$ cat src/rtl/msec_alarm_pkg.sv
// Shared constants for the millisecond alarm controller: register map, CTRL/STATUS
// bit positions, FSM state encodings and the wrap-safe deadline test.
package msec_alarm_pkg;

    localparam int ADDR_ELAPSED = 0;
    localparam int ADDR_COMPARE = 1;
    localparam int ADDR_PERIOD  = 2;
    localparam int ADDR_CTRL    = 3;
    localparam int ADDR_STATUS  = 4;
    localparam int ADDR_WDOG    = 5;

    localparam int CTRL_EN     = 0;
    localparam int CTRL_PERIOD = 1;
    localparam int CTRL_IRQ_EN = 2;

    localparam int STAT_PENDING = 0;
    localparam int STAT_ARMED   = 1;

    localparam logic [1:0] DISARMED = 2'd0;
    localparam logic [1:0] ARMED    = 2'd1;
    localparam logic [1:0] FIRED    = 2'd2;

    // Signed difference keeps the test correct across the 2^32 ms wrap.
    function automatic logic deadline_hit(input logic [31:0] elapsed, input logic [31:0] cmp);
        logic [31:0] diff;
        diff = elapsed - cmp;
        return ~diff[31];
    endfunction

endpackage

$ cat src/rtl/msec_alarm_if.sv
// Single-cycle request / one-cycle acknowledge register bus of the alarm controller.
interface msec_alarm_if #(
    parameter int ADDR_W = 3
);
    logic              bus_req;
    logic              bus_we;
    logic [ADDR_W-1:0] bus_addr;
    logic [31:0]       bus_wdata;
    logic [31:0]       bus_rdata;
    logic              bus_ack;

    modport master (
        output bus_req, bus_we, bus_addr, bus_wdata,
        input  bus_rdata, bus_ack
    );

    modport slave (
        input  bus_req, bus_we, bus_addr, bus_wdata,
        output bus_rdata, bus_ack
    );
endinterface

$ cat src/rtl/msec_alarm_regs.sv
// Bus decode, registered ack/rdata, PERIOD/CTRL storage and STATUS W1C strobe.
// MSEC_ALARM_WDOG_EN adds the WDOG_LIMIT register at word address 5.
module msec_alarm_regs
    import msec_alarm_pkg::*;
#(
    parameter int ADDR_W = 3
) (
    input  logic              clk,
    input  logic              reset,
    input  logic              bus_req,
    input  logic              bus_we,
    input  logic [ADDR_W-1:0] bus_addr,
    input  logic [31:0]       bus_wdata,
    output logic [31:0]       bus_rdata,
    output logic              bus_ack,
    input  logic [31:0]       msec_elapsed,
    input  logic [31:0]       compare_val,
    input  logic              pending,
    input  logic              armed,
    output logic [31:0]       period_val,
    output logic [2:0]        ctrl_val,
    output logic              wr_compare,
    output logic              wr_ctrl,
    output logic              pend_clr
`ifdef MSEC_ALARM_WDOG_EN
    ,
    output logic [31:0]       wdog_limit
`endif
);

    logic [31:0] period_q, period_d;
    logic [2:0]  ctrl_q, ctrl_d;
    logic        ack_q, ack_d;
    logic [31:0] rdata_q, rdata_d;
    logic [31:0] rd_mux_s;
    logic        wr_s;
`ifdef MSEC_ALARM_WDOG_EN
    logic [31:0] wdog_q, wdog_d;
`endif

    // Address decode: read mux, write strobes and next register values.
    always_comb begin
        wr_s       = bus_req & bus_we;
        wr_compare = 1'b0;
        wr_ctrl    = 1'b0;
        pend_clr   = 1'b0;
        rd_mux_s   = 32'd0;
        period_d   = period_q;
        ctrl_d     = ctrl_q;
`ifdef MSEC_ALARM_WDOG_EN
        wdog_d     = wdog_q;
`endif
        case (bus_addr)
            ADDR_W'(ADDR_ELAPSED): rd_mux_s = msec_elapsed;
            ADDR_W'(ADDR_COMPARE): begin
                rd_mux_s   = compare_val;
                wr_compare = wr_s;
            end
            ADDR_W'(ADDR_PERIOD): begin
                rd_mux_s = period_q;
                if (wr_s) period_d = bus_wdata;
                else      period_d = period_q;
            end
            ADDR_W'(ADDR_CTRL): begin
                rd_mux_s = {29'd0, ctrl_q};
                wr_ctrl  = wr_s;
                if (wr_s) ctrl_d = bus_wdata[2:0];
                else      ctrl_d = ctrl_q;
            end
            ADDR_W'(ADDR_STATUS): begin
                rd_mux_s = {30'd0, armed, pending};
                pend_clr = wr_s & bus_wdata[STAT_PENDING];
            end
`ifdef MSEC_ALARM_WDOG_EN
            ADDR_W'(ADDR_WDOG): begin
                rd_mux_s = wdog_q;
                if (wr_s) wdog_d = bus_wdata;
                else      wdog_d = wdog_q;
            end
`endif
            default: rd_mux_s = 32'd0;
        endcase

        ack_d = bus_req;
        // rdata holds its last value between acks; writes return zero.
        if (bus_req) rdata_d = bus_we ? 32'd0 : rd_mux_s;
        else         rdata_d = rdata_q;
    end

    // Register state and bus response pipeline.
    always_ff @(posedge clk or posedge reset) begin
        if (reset) begin
            period_q <= 32'd0;
            ctrl_q   <= 3'd0;
            ack_q    <= 1'b0;
            rdata_q  <= 32'd0;
`ifdef MSEC_ALARM_WDOG_EN
            wdog_q   <= 32'd0;
`endif
        end else begin
            period_q <= period_d;
            ctrl_q   <= ctrl_d;
            ack_q    <= ack_d;
            rdata_q  <= rdata_d;
`ifdef MSEC_ALARM_WDOG_EN
            wdog_q   <= wdog_d;
`endif
        end
    end

    assign bus_ack    = ack_q;
    assign bus_rdata  = rdata_q;
    assign period_val = period_q;
    assign ctrl_val   = ctrl_q;
`ifdef MSEC_ALARM_WDOG_EN
    assign wdog_limit = wdog_q;
`endif

endmodule

$ cat src/rtl/msec_alarm_ctrl.sv
// Millisecond alarm controller: one-shot/periodic deadline FSM with level irq.
// Defining MSEC_ALARM_WDOG_EN adds the WDOG_LIMIT register and the wdog_rst pulse output.
module msec_alarm_ctrl
    import msec_alarm_pkg::*;
#(
    parameter int          ADDR_W        = 3,
    parameter logic [31:0] RESET_COMPARE = 32'hFFFF_FFFF
) (
    input  logic        clk,
    input  logic        reset,
    input  logic [31:0] msec_elapsed,
    msec_alarm_if.slave bus,
    output logic        irq
`ifdef MSEC_ALARM_WDOG_EN
    ,
    output logic        wdog_rst
`endif
);

    logic [1:0]  state_q, state_d;
    logic [31:0] compare_q, compare_d;
    logic        pending_q, pending_d;
    logic [31:0] period_s;
    logic [2:0]  ctrl_s;
    logic        wr_compare_s, wr_ctrl_s, pend_clr_s;
    logic        hit_s, pend_set_s, disarm_s;
`ifdef MSEC_ALARM_WDOG_EN
    logic [31:0] wdog_limit_s;
    logic [31:0] wdog_cap_q, wdog_cap_d;
    logic        wdog_done_q, wdog_done_d;
    logic        wdog_rst_q, wdog_rst_d;
`endif

    msec_alarm_regs #(.ADDR_W(ADDR_W)) u_regs (
        .clk          (clk),
        .reset        (reset),
        .bus_req      (bus.bus_req),
        .bus_we       (bus.bus_we),
        .bus_addr     (bus.bus_addr),
        .bus_wdata    (bus.bus_wdata),
        .bus_rdata    (bus.bus_rdata),
        .bus_ack      (bus.bus_ack),
        .msec_elapsed (msec_elapsed),
        .compare_val  (compare_q),
        .pending      (pending_q),
        .armed        (state_q == ARMED),
        .period_val   (period_s),
        .ctrl_val     (ctrl_s),
        .wr_compare   (wr_compare_s),
        .wr_ctrl      (wr_ctrl_s),
        .pend_clr     (pend_clr_s)
`ifdef MSEC_ALARM_WDOG_EN
        ,
        .wdog_limit   (wdog_limit_s)
`endif
    );

    assign hit_s = deadline_hit(msec_elapsed, compare_q);

    // Alarm FSM; a COMPARE write masks a simultaneous hit, and a set beats a W1C.
    always_comb begin
        state_d    = state_q;
        compare_d  = compare_q;
        pend_set_s = 1'b0;
        disarm_s   = wr_ctrl_s & ~bus.bus_wdata[CTRL_EN];
        if (wr_compare_s) compare_d = bus.bus_wdata;
        else              compare_d = compare_q;

        case (state_q)
            DISARMED: begin
                if (wr_ctrl_s && bus.bus_wdata[CTRL_EN]) state_d = ARMED;
                else                                     state_d = DISARMED;
            end
            ARMED: begin
                if (hit_s && !wr_compare_s && !disarm_s) begin
                    pend_set_s = 1'b1;
                    if (ctrl_s[CTRL_PERIOD] && (period_s != 32'd0)) begin
                        compare_d = compare_q + period_s;
                    end else begin
                        state_d = FIRED;
                    end
                end else begin
                    state_d = ARMED;
                end
            end
            FIRED: begin
                if (wr_compare_s && ctrl_s[CTRL_EN]) state_d = ARMED;
                else                                 state_d = FIRED;
            end
            default: state_d = DISARMED;
        endcase

        if (disarm_s) state_d = DISARMED;
        else          state_d = state_d;

        pending_d = pend_set_s | (pending_q & ~pend_clr_s);
    end

    // FSM, deadline and pending flag.
    always_ff @(posedge clk or posedge reset) begin
        if (reset) begin
            state_q   <= DISARMED;
            compare_q <= RESET_COMPARE;
            pending_q <= 1'b0;
        end else begin
            state_q   <= state_d;
            compare_q <= compare_d;
            pending_q <= pending_d;
        end
    end

    assign irq = pending_q & ctrl_s[CTRL_IRQ_EN];

`ifdef MSEC_ALARM_WDOG_EN
    // Watchdog: one pulse per pending episode once the limit has elapsed since it rose.
    always_comb begin
        if (pending_d && !pending_q) wdog_cap_d = msec_elapsed;
        else                         wdog_cap_d = wdog_cap_q;
        wdog_rst_d = pending_q && (wdog_limit_s != 32'd0) && !wdog_done_q &&
                     ((msec_elapsed - wdog_cap_q) >= wdog_limit_s);
        if (pending_q) wdog_done_d = wdog_done_q | wdog_rst_d;
        else           wdog_done_d = 1'b0;
    end

    // Watchdog capture, one-shot latch and registered pulse.
    always_ff @(posedge clk or posedge reset) begin
        if (reset) begin
            wdog_cap_q  <= 32'd0;
            wdog_done_q <= 1'b0;
            wdog_rst_q  <= 1'b0;
        end else begin
            wdog_cap_q  <= wdog_cap_d;
            wdog_done_q <= wdog_done_d;
            wdog_rst_q  <= wdog_rst_d;
        end
    end

    assign wdog_rst = wdog_rst_q;
`endif

endmodule
$ cat src/flat_wrapper.sv
// flat-port wrapper written by rule: the top's interface ports become plain ports
module msec_alarm_ctrl_flat import msec_alarm_pkg::*;
#(
    parameter int          ADDR_W        = 3,
    parameter logic [31:0] RESET_COMPARE = 32'hFFFF_FFFF
)
  (clk, reset, msec_elapsed, irq, bus_bus_req, bus_bus_we, bus_bus_addr, bus_bus_wdata, bus_bus_rdata, bus_bus_ack);
  msec_alarm_if #(.ADDR_W(ADDR_W)) bus_i ();
  input  logic clk;
  input  logic reset;
  input  logic [31:0] msec_elapsed;
  output logic irq;
  input wire logic [$bits(bus_i.bus_req)-1:0] bus_bus_req;
  input wire logic [$bits(bus_i.bus_we)-1:0] bus_bus_we;
  input wire logic [$bits(bus_i.bus_addr)-1:0] bus_bus_addr;
  input wire logic [$bits(bus_i.bus_wdata)-1:0] bus_bus_wdata;
  output wire logic [$bits(bus_i.bus_rdata)-1:0] bus_bus_rdata;
  output wire logic [$bits(bus_i.bus_ack)-1:0] bus_bus_ack;
  assign bus_i.bus_req = bus_bus_req;
  assign bus_i.bus_we = bus_bus_we;
  assign bus_i.bus_addr = bus_bus_addr;
  assign bus_i.bus_wdata = bus_bus_wdata;
  assign bus_bus_rdata = bus_i.bus_rdata;
  assign bus_bus_ack = bus_i.bus_ack;
  msec_alarm_ctrl #(.ADDR_W(ADDR_W), .RESET_COMPARE(RESET_COMPARE)) u_core (.clk(clk), .reset(reset), .msec_elapsed(msec_elapsed), .bus(bus_i), .irq(irq));
endmodule
$ cat config.mk
export PLATFORM = sky130hd
export DESIGN_NAME = msec_alarm_ctrl_flat
export DESIGN_NICKNAME = d
export VERILOG_FILES = /design/src/rtl/msec_alarm_pkg.sv /design/src/rtl/msec_alarm_if.sv /design/src/rtl/msec_alarm_regs.sv /design/src/rtl/msec_alarm_ctrl.sv /design/src/flat_wrapper.sv
export SDC_FILE = /design/constraint.sdc
export NUM_CORES = 1
export LEC_CHECK = 0
export CELL_PAD_IN_SITES_DETAIL_PLACEMENT = 0
export CELL_PAD_IN_SITES_GLOBAL_PLACEMENT = 1
export CORE_MARGIN = 1.5
export CORE_UTILIZATION = 31
export CTS_BUF_LIST = sky130_fd_sc_hd__clkbuf_4 sky130_fd_sc_hd__clkbuf_8 sky130_fd_sc_hd__clkbuf_16
export DETAILED_ROUTE_END_ITERATION = 6
export GPL_ROUTABILITY_DRIVEN = 1
export PLACE_DENSITY_LB_ADDON = 0.15
export SYNTH_ARGS = -nofsm -noshare
export SYNTH_HDL_FRONTEND = slang
export SYNTH_SLANG_ARGS = --single-unit
$ cat constraint.sdc
create_clock -name clk -period 4.1 [get_ports clk]
set_clock_uncertainty 0.1 [all_clocks]
set_input_delay 0.615 -clock clk [delete_from_list [all_inputs] [get_ports clk]]
set_output_delay 0.615 -clock clk [all_outputs]
set_load 0.05 [all_outputs]
## Yosys cells after proc, flatten, opt, wreduce, memory -nomap -nowiden

Index checks and enable logic that the tools add are counted.

| storage, ports and cells | value |
|---|---|
| word-level logic and storage cells | 54 |
| input port bits | 71 |
| register bits | 103 |
| output and inout port bits | 34 |

| operators by class | value |
|---|---|
| add/sub/neg operators | 2 |
| reductions and logical operators | 12 |
| bitwise operators | 9 |
| equality and inequality tests | 7 |
| mux-type cells | 17 |

Operators by type and width:

| operator | number |
|---|---|
| $mux 32 | 5 |
| $pmux 32 s5 | 1 |
| $add 32x32->32 | 1 |
| $reduce_bool 32->1 | 1 |
| $sub 32x32->32 | 1 |
| $mux 2 | 4 |
| $eq 3x2->1 const B | 2 |
| $mux 1 | 6 |
| $pmux 2 s3 | 1 |
| $and 1x1->1 | 5 |
| $logic_and 1x1->1 | 5 |
| $ne 4x3->1 const B | 1 |
| $reduce_and 2->1 | 2 |
| $eq 3x1->1 const B | 1 |
| $eq 3x3->1 const B | 1 |
| $logic_not 3->1 | 1 |
| $not 1->1 | 3 |
| $eq 2x1->1 const B | 1 |
| $eq 2x2->1 const B | 1 |
| $logic_not 1->1 | 2 |
| $logic_not 2->1 | 1 |
| $or 1x1->1 | 1 |

## Logic depth before layout (Yosys ltp)

Gate-level depths: netlist (run 1).

| depth | value |
|---|---|
| depth in word-level cells | 8 |
| mapped depth | 12 |

## By module

A second synthesis (run 1) with hierarchy kept.

| unflattened totals | value |
|---|---|
| cell total of the unflattened synthesis | 797 |
| area, all modules | 7448.4 µm² |

Modules (own cells, without submodules):

| module | area each (µm²) | instances | cells an instance |
|---|---|---|---|
| msec_alarm_ctrl | 4134.0 | 1 | 540 |
| msec_alarm_regs | 3314.4 | 1 | 257 |

## Worst setup path after synthesis (run 1)

Ideal clock, no wire load.

| timing path | value |
|---|---|
| path type | input-to-reg |
| start point | input port msec_elapsed[26] |
| end point | register u_core.compare_q[13] |
| stages | 10 |
| data required time | 3.925 ns |
| path buffers | 1 |
| arrival time | 2.836 ns |
| slack | 1.089 ns |
| path through | ha_1 -> nand4_1 -> nor4_1 -> nor3b_2 -> o21ai_1 -> and4b_1 -> a21o_1 -> a2111oi_4 -> buf_4 -> mux2i_1 |

| between the ends | value |
|---|---|
| longest elaborated chain between the ends | 6 |

Ends and longest elaborated chain:

| item | RTL line | text |
|---|---|---|
| start, declared | flat_wrapper.sv:11 | `input logic [31:0] msec_elapsed;` |
| $sub 32x32->32 | msec_alarm_pkg.sv:26 | `diff = elapsed - cmp;` |
| $not 1->1 | msec_alarm_pkg.sv:27 | `return ~diff[31];` |
| $logic_and 1x1->1 (2 in a row) | msec_alarm_ctrl.sv:75 | `if (hit_s && !wr_compare_s && !disarm_s) begin` |
| $mux 32 | msec_alarm_ctrl.sv:75 |  |
| $mux 32 | msec_alarm_ctrl.sv:69 | `case (state_q)` |
| via u_core.compare_d[13] | msec_alarm_ctrl.sv:21 | `logic [31:0] compare_q, compare_d;` |
| end signal, assigned | msec_alarm_ctrl.sv:107 | `compare_q <= compare_d;` |
| end, declared | msec_alarm_ctrl.sv:21 |  |

The timed path passes the listed nets, and every way through them passes these cells.
A chain may end at the register's enable or synchronous reset.

## Final worst setup path (run 1)

| timing path | value |
|---|---|
| start point | input port msec_elapsed[30] |
| end point | register u_core.compare_q[31] |

The elaborated chain is that of the path after synthesis.

==> results of run 1 <==
[worst register-to-register path, cell delays in order, from the launching register on]
cell and delay (ps):
dfstp_2 560, ha_1 190, inv_1 60, fa_1 390, nand2b_1 200, a21oi_1 280
o21ai_0 250, o211ai_1 520, a311oi_1 320, o21ai_0 250, a21oi_1 100, xor2_1 150
a21oi_1 150
[per-stage QoR]
step | cell area [sq um] | util | hold WS (ps)
5_1_grt | 9070 | 0.389 | 415
6_report | 9070 | 0.389 | 399
4_1_cts | 9070 | 0.389 | 401
3_5_place_dp | 8790 | 0.377 | 382
3_3_place_gp | 8790 | 0.377 | 373
2_1_floorplan | 7350 | - | 380
[cells by family (layout without fill, tap and decap cells)]
logic type | after synthesis | count (layout) | synth area share
multiplexers | 93 | 93 | 0.136
flip-flops | 103 | 103 | 0.356
AND/OR/NAND/NOR | 197 | 197 | 0.127
buffers and inverters | 108 | 205 | 0.0564
AO/OA/AOI/OAI | 227 | 227 | 0.189
adder cells (fa/ha/maj) | 62 | 62 | 0.107
XOR/XNOR | 24 | 24 | 0.0286
[cell usage after synthesis (4+ instances only)]
| library cell | n |
|---|---|
| nor2b_1 | 8 |
| mux2_2 | 35 |
| dfstp_2 | 32 |
| nand2b_1 | 9 |
| nor4_1 | 9 |
| nand2_1 | 46 |
| o22ai_1 | 30 |
| nor3_1 | 10 |
| nor2_1 | 70 |
| xor2_1 | 7 |
| o211ai_1 | 4 |
| a21o_1 | 12 |
| clkbuf_1 | 33 |
| buf_2 | 4 |
| xnor2_1 | 17 |
| dfrtp_1 | 71 |
| inv_1 | 69 |
| ha_1 | 61 |
| o21ai_0 | 42 |
| a21oi_1 | 86 |
| a211oi_1 | 11 |
| nand3_1 | 17 |
| nand4_1 | 12 |
| mux2i_1 | 56 |
[how the worst min path moves through the flow]
stage,slack (ps),startpoint,end
2_1_floorplan,380,u_core.pending_q,u_core.pending_q
3_3_place_gp,370,u_core.u_regs.bus_rdata[1],u_core.u_regs.bus_rdata[1]
3_5_place_dp,380,u_core.u_regs.bus_rdata[0],u_core.u_regs.bus_rdata[0]
4_1_cts,400,u_core.u_regs.bus_rdata[0],u_core.u_regs.bus_rdata[0]
5_1_grt,410,u_core.u_regs.bus_rdata[0],u_core.u_regs.bus_rdata[0]
6_report,400,u_core.u_regs.bus_rdata[0],u_core.u_regs.bus_rdata[0]
[sequential cells by signal (all words and copies together) (netlist names)]
signal and flops:
u_core.state_q 2, u_core.u_regs.bus_rdata 32, u_core.u_regs.period_val 32, u_core.compare_q 32
u_core.u_regs.bus_ack 1, u_core.pending_q 1, u_core.u_regs.ctrl_val 3
[metal layers]
metal,vias up,track usage
li1,3115,-
met1,2987,0.282
met2,89,0.293
met3,8,0.0242
met4,0,0.0481
met5,-,0
[where the power goes]
| group | switching (uW) | internal (uW) |
|---|---|---|
| registers | 311 | 1400 |
| logic | 1640 | 1250 |
| clock network | 424 | 436 |
| total | 2380 | 3080 |
[final cells by class]
| cell class | instances | area (sq um) | area share |
|---|---|---|---|
| sequential | 103 | 2620 | 0.289 |
| multi-input combinational | 603 | 4330 | 0.477 |
| timing repair buffer | 120 | 1180 | 0.130 |
| tap | 319 | 399 | 0.0440 |
| clock buffer | 11 | 246 | 0.0272 |
| clock inverter | 5 | 33.8 | 0.00373 |
| inverter | 69 | 262 | 0.0288 |
==> flow_summary.yaml, run 1 <==
critical_path:
  crit_type: "in -> reg"
  crit_fanout: 35
  endpoint_kind: "register"
  critical_path_depth: 12
  rrSetupSlack_ps: 520
  critical_path.cell_chain: "clkdlybuf4s50_1 -> ha_1 -> nand4_1 -> nor4_1 -> nor3b_2 -> o21ai_1 -> and4b_1 -> a21o_1 -> a2111oi_4 -> buf_12 -> nand4_1 -> mux2i_1"
  cp_common_cell: "nand4_1"
  path_buf_inv: 2
  worstSetupEndpoint: "u_core.compare_q[31]"
  cp-startpoint: "msec_elapsed[30]"
  r2r-start: "u_core.compare_q[0]"
  crit_slowest_cell: "nor4_1"
  cp-start-kind: "primary input"
  worstPathRequired_ps: 4280
  timing.rr.end: "u_core.compare_q[30]"
  cp_top_family: "simple AND/OR/NAND/NOR gates"
  critical_path_arrival_ps: 3820
  reg2reg_depth: 12
  critPathMaxStageDelay_ps: 480
finish:
  drive_gt1_frac: 0.123
  num_antenna_cells: 0
  layout_common_cells: "clkdlybuf4s50_1, a21oi_1, dfrtp_1, nor2_1, inv_1"
  layout.cells.non_filler: 1230
  layout_commonest_cell: "clkdlybuf4s50_1"
  syn2layout_area_growth_pct: 23.4
  nFillCells: 2446
  nNetsFinal: 1039
clocking:
  numCtsBuffers: 9
  htreeDepth: 3
  root_buffer: "clkbuf_16"
  clk_latency_ps: 360
  clock_tree.buffer_depth: 2
  cts_resized: 0
  clock_sinks: 103
  clk_pin_slew_worst_paths_ps: 70
  cts_setup_buffers: 0
  cts_tree: "yes"
  holdBufCountCts: 0
placement:
  hpwl_microns: 16800
  dpl_worst_slack_ps: 96.4
  gp_congestion: 0.863
  dp.cells: 1214
  io_buffers: 104
synthesis:
  yosys_warnings: 0
  syn-cell-area_sq_mm: 0.00735
  syn_nets: 947
  ys_seq_area_frac: 0.356
  yosys.area.top_type_share: 0.242
  synth_largest_area_cell: "dfrtp_1"
  avgSynthCellArea_sq_um: 9.03
  async_reset_ff_frac: 1.00
  synth_edf_count: 0
  synth_cells: 814
  ys_seq_elements: 103
  synth_ff_type: "dfrtp_1"
  synthTopCellsByArea: "dfrtp_1, dfstp_2, ha_1"
  synth_cell_types: 60
die:
  placementRows: 56
  die_w_microns: 157
  die_area_sq_mm: 0.0246
  num_io_pins: 105
  core_sq_mm: 0.0233
  die_height_microns: 157
  start_util: 0.315
detailed_routing:
  wirelength_microns: 22800
  num_vias: 6199
  avgRoutedWirePerCell_microns: 18.5
  drt_iter0_markers: 290
  vias_per_cell: 5.04
  highest_layer: "met4"
  wl_met3_microns: 833
  wl_met2_microns: 10100
  drc: 0
  wl_met1_microns: 11700
  dr.pass1.iters: 4
  ant_nets: 0
timing:
  slew_headroom: 0.398
  max_freq_mhz: 275
  finalHoldViolCount: 0
  rsz0062_at_grt: "false"
  layout_setup_ws_ps: 461
  fin_setup_tns_ps: 0
  setup_viol: 0
  fin_crit_ps: 3640
  fin_crit_sh: 0.888
  slew_violations: 0
  tightest_slew_ps: 880
power:
  leakage_uw: 0.00373
  power_uw: 5460
  ir_drop_v: 0.000191
  powerDensity_mw_per_mm2: 603
grt:
  grt_usage: 0.191
  grt_overflow: 0
  grt_antenna_before_repair: 0
  grt_max_degree: 48
  grt_pass1_wl_microns: 35800
  grt_pass1_vias: 6170
worst_hold_path:
  min_path_cells: 1
  min_path_type: "reg -> reg"
run_status:
  status: "completed"
run:
  maxCapViolCount: 0
Note: power is estimated with default switching activity, not from simulation.
==> inputs of run 2 (changes only) <==
Settings changed: SKIP_LAST_GASP from default to 1.
==> results of run 2 <==
Same layout as run 1: the final DEF is identical, and so are final timing and power.
==> inputs of run 3 (changes only) <==
Settings changed: CAP_MARGIN from default to 20, TNS_END_PERCENT from default to 100.
==> results of run 3 <==
Same layout as run 1: the final DEF is identical, and so are final timing and power.
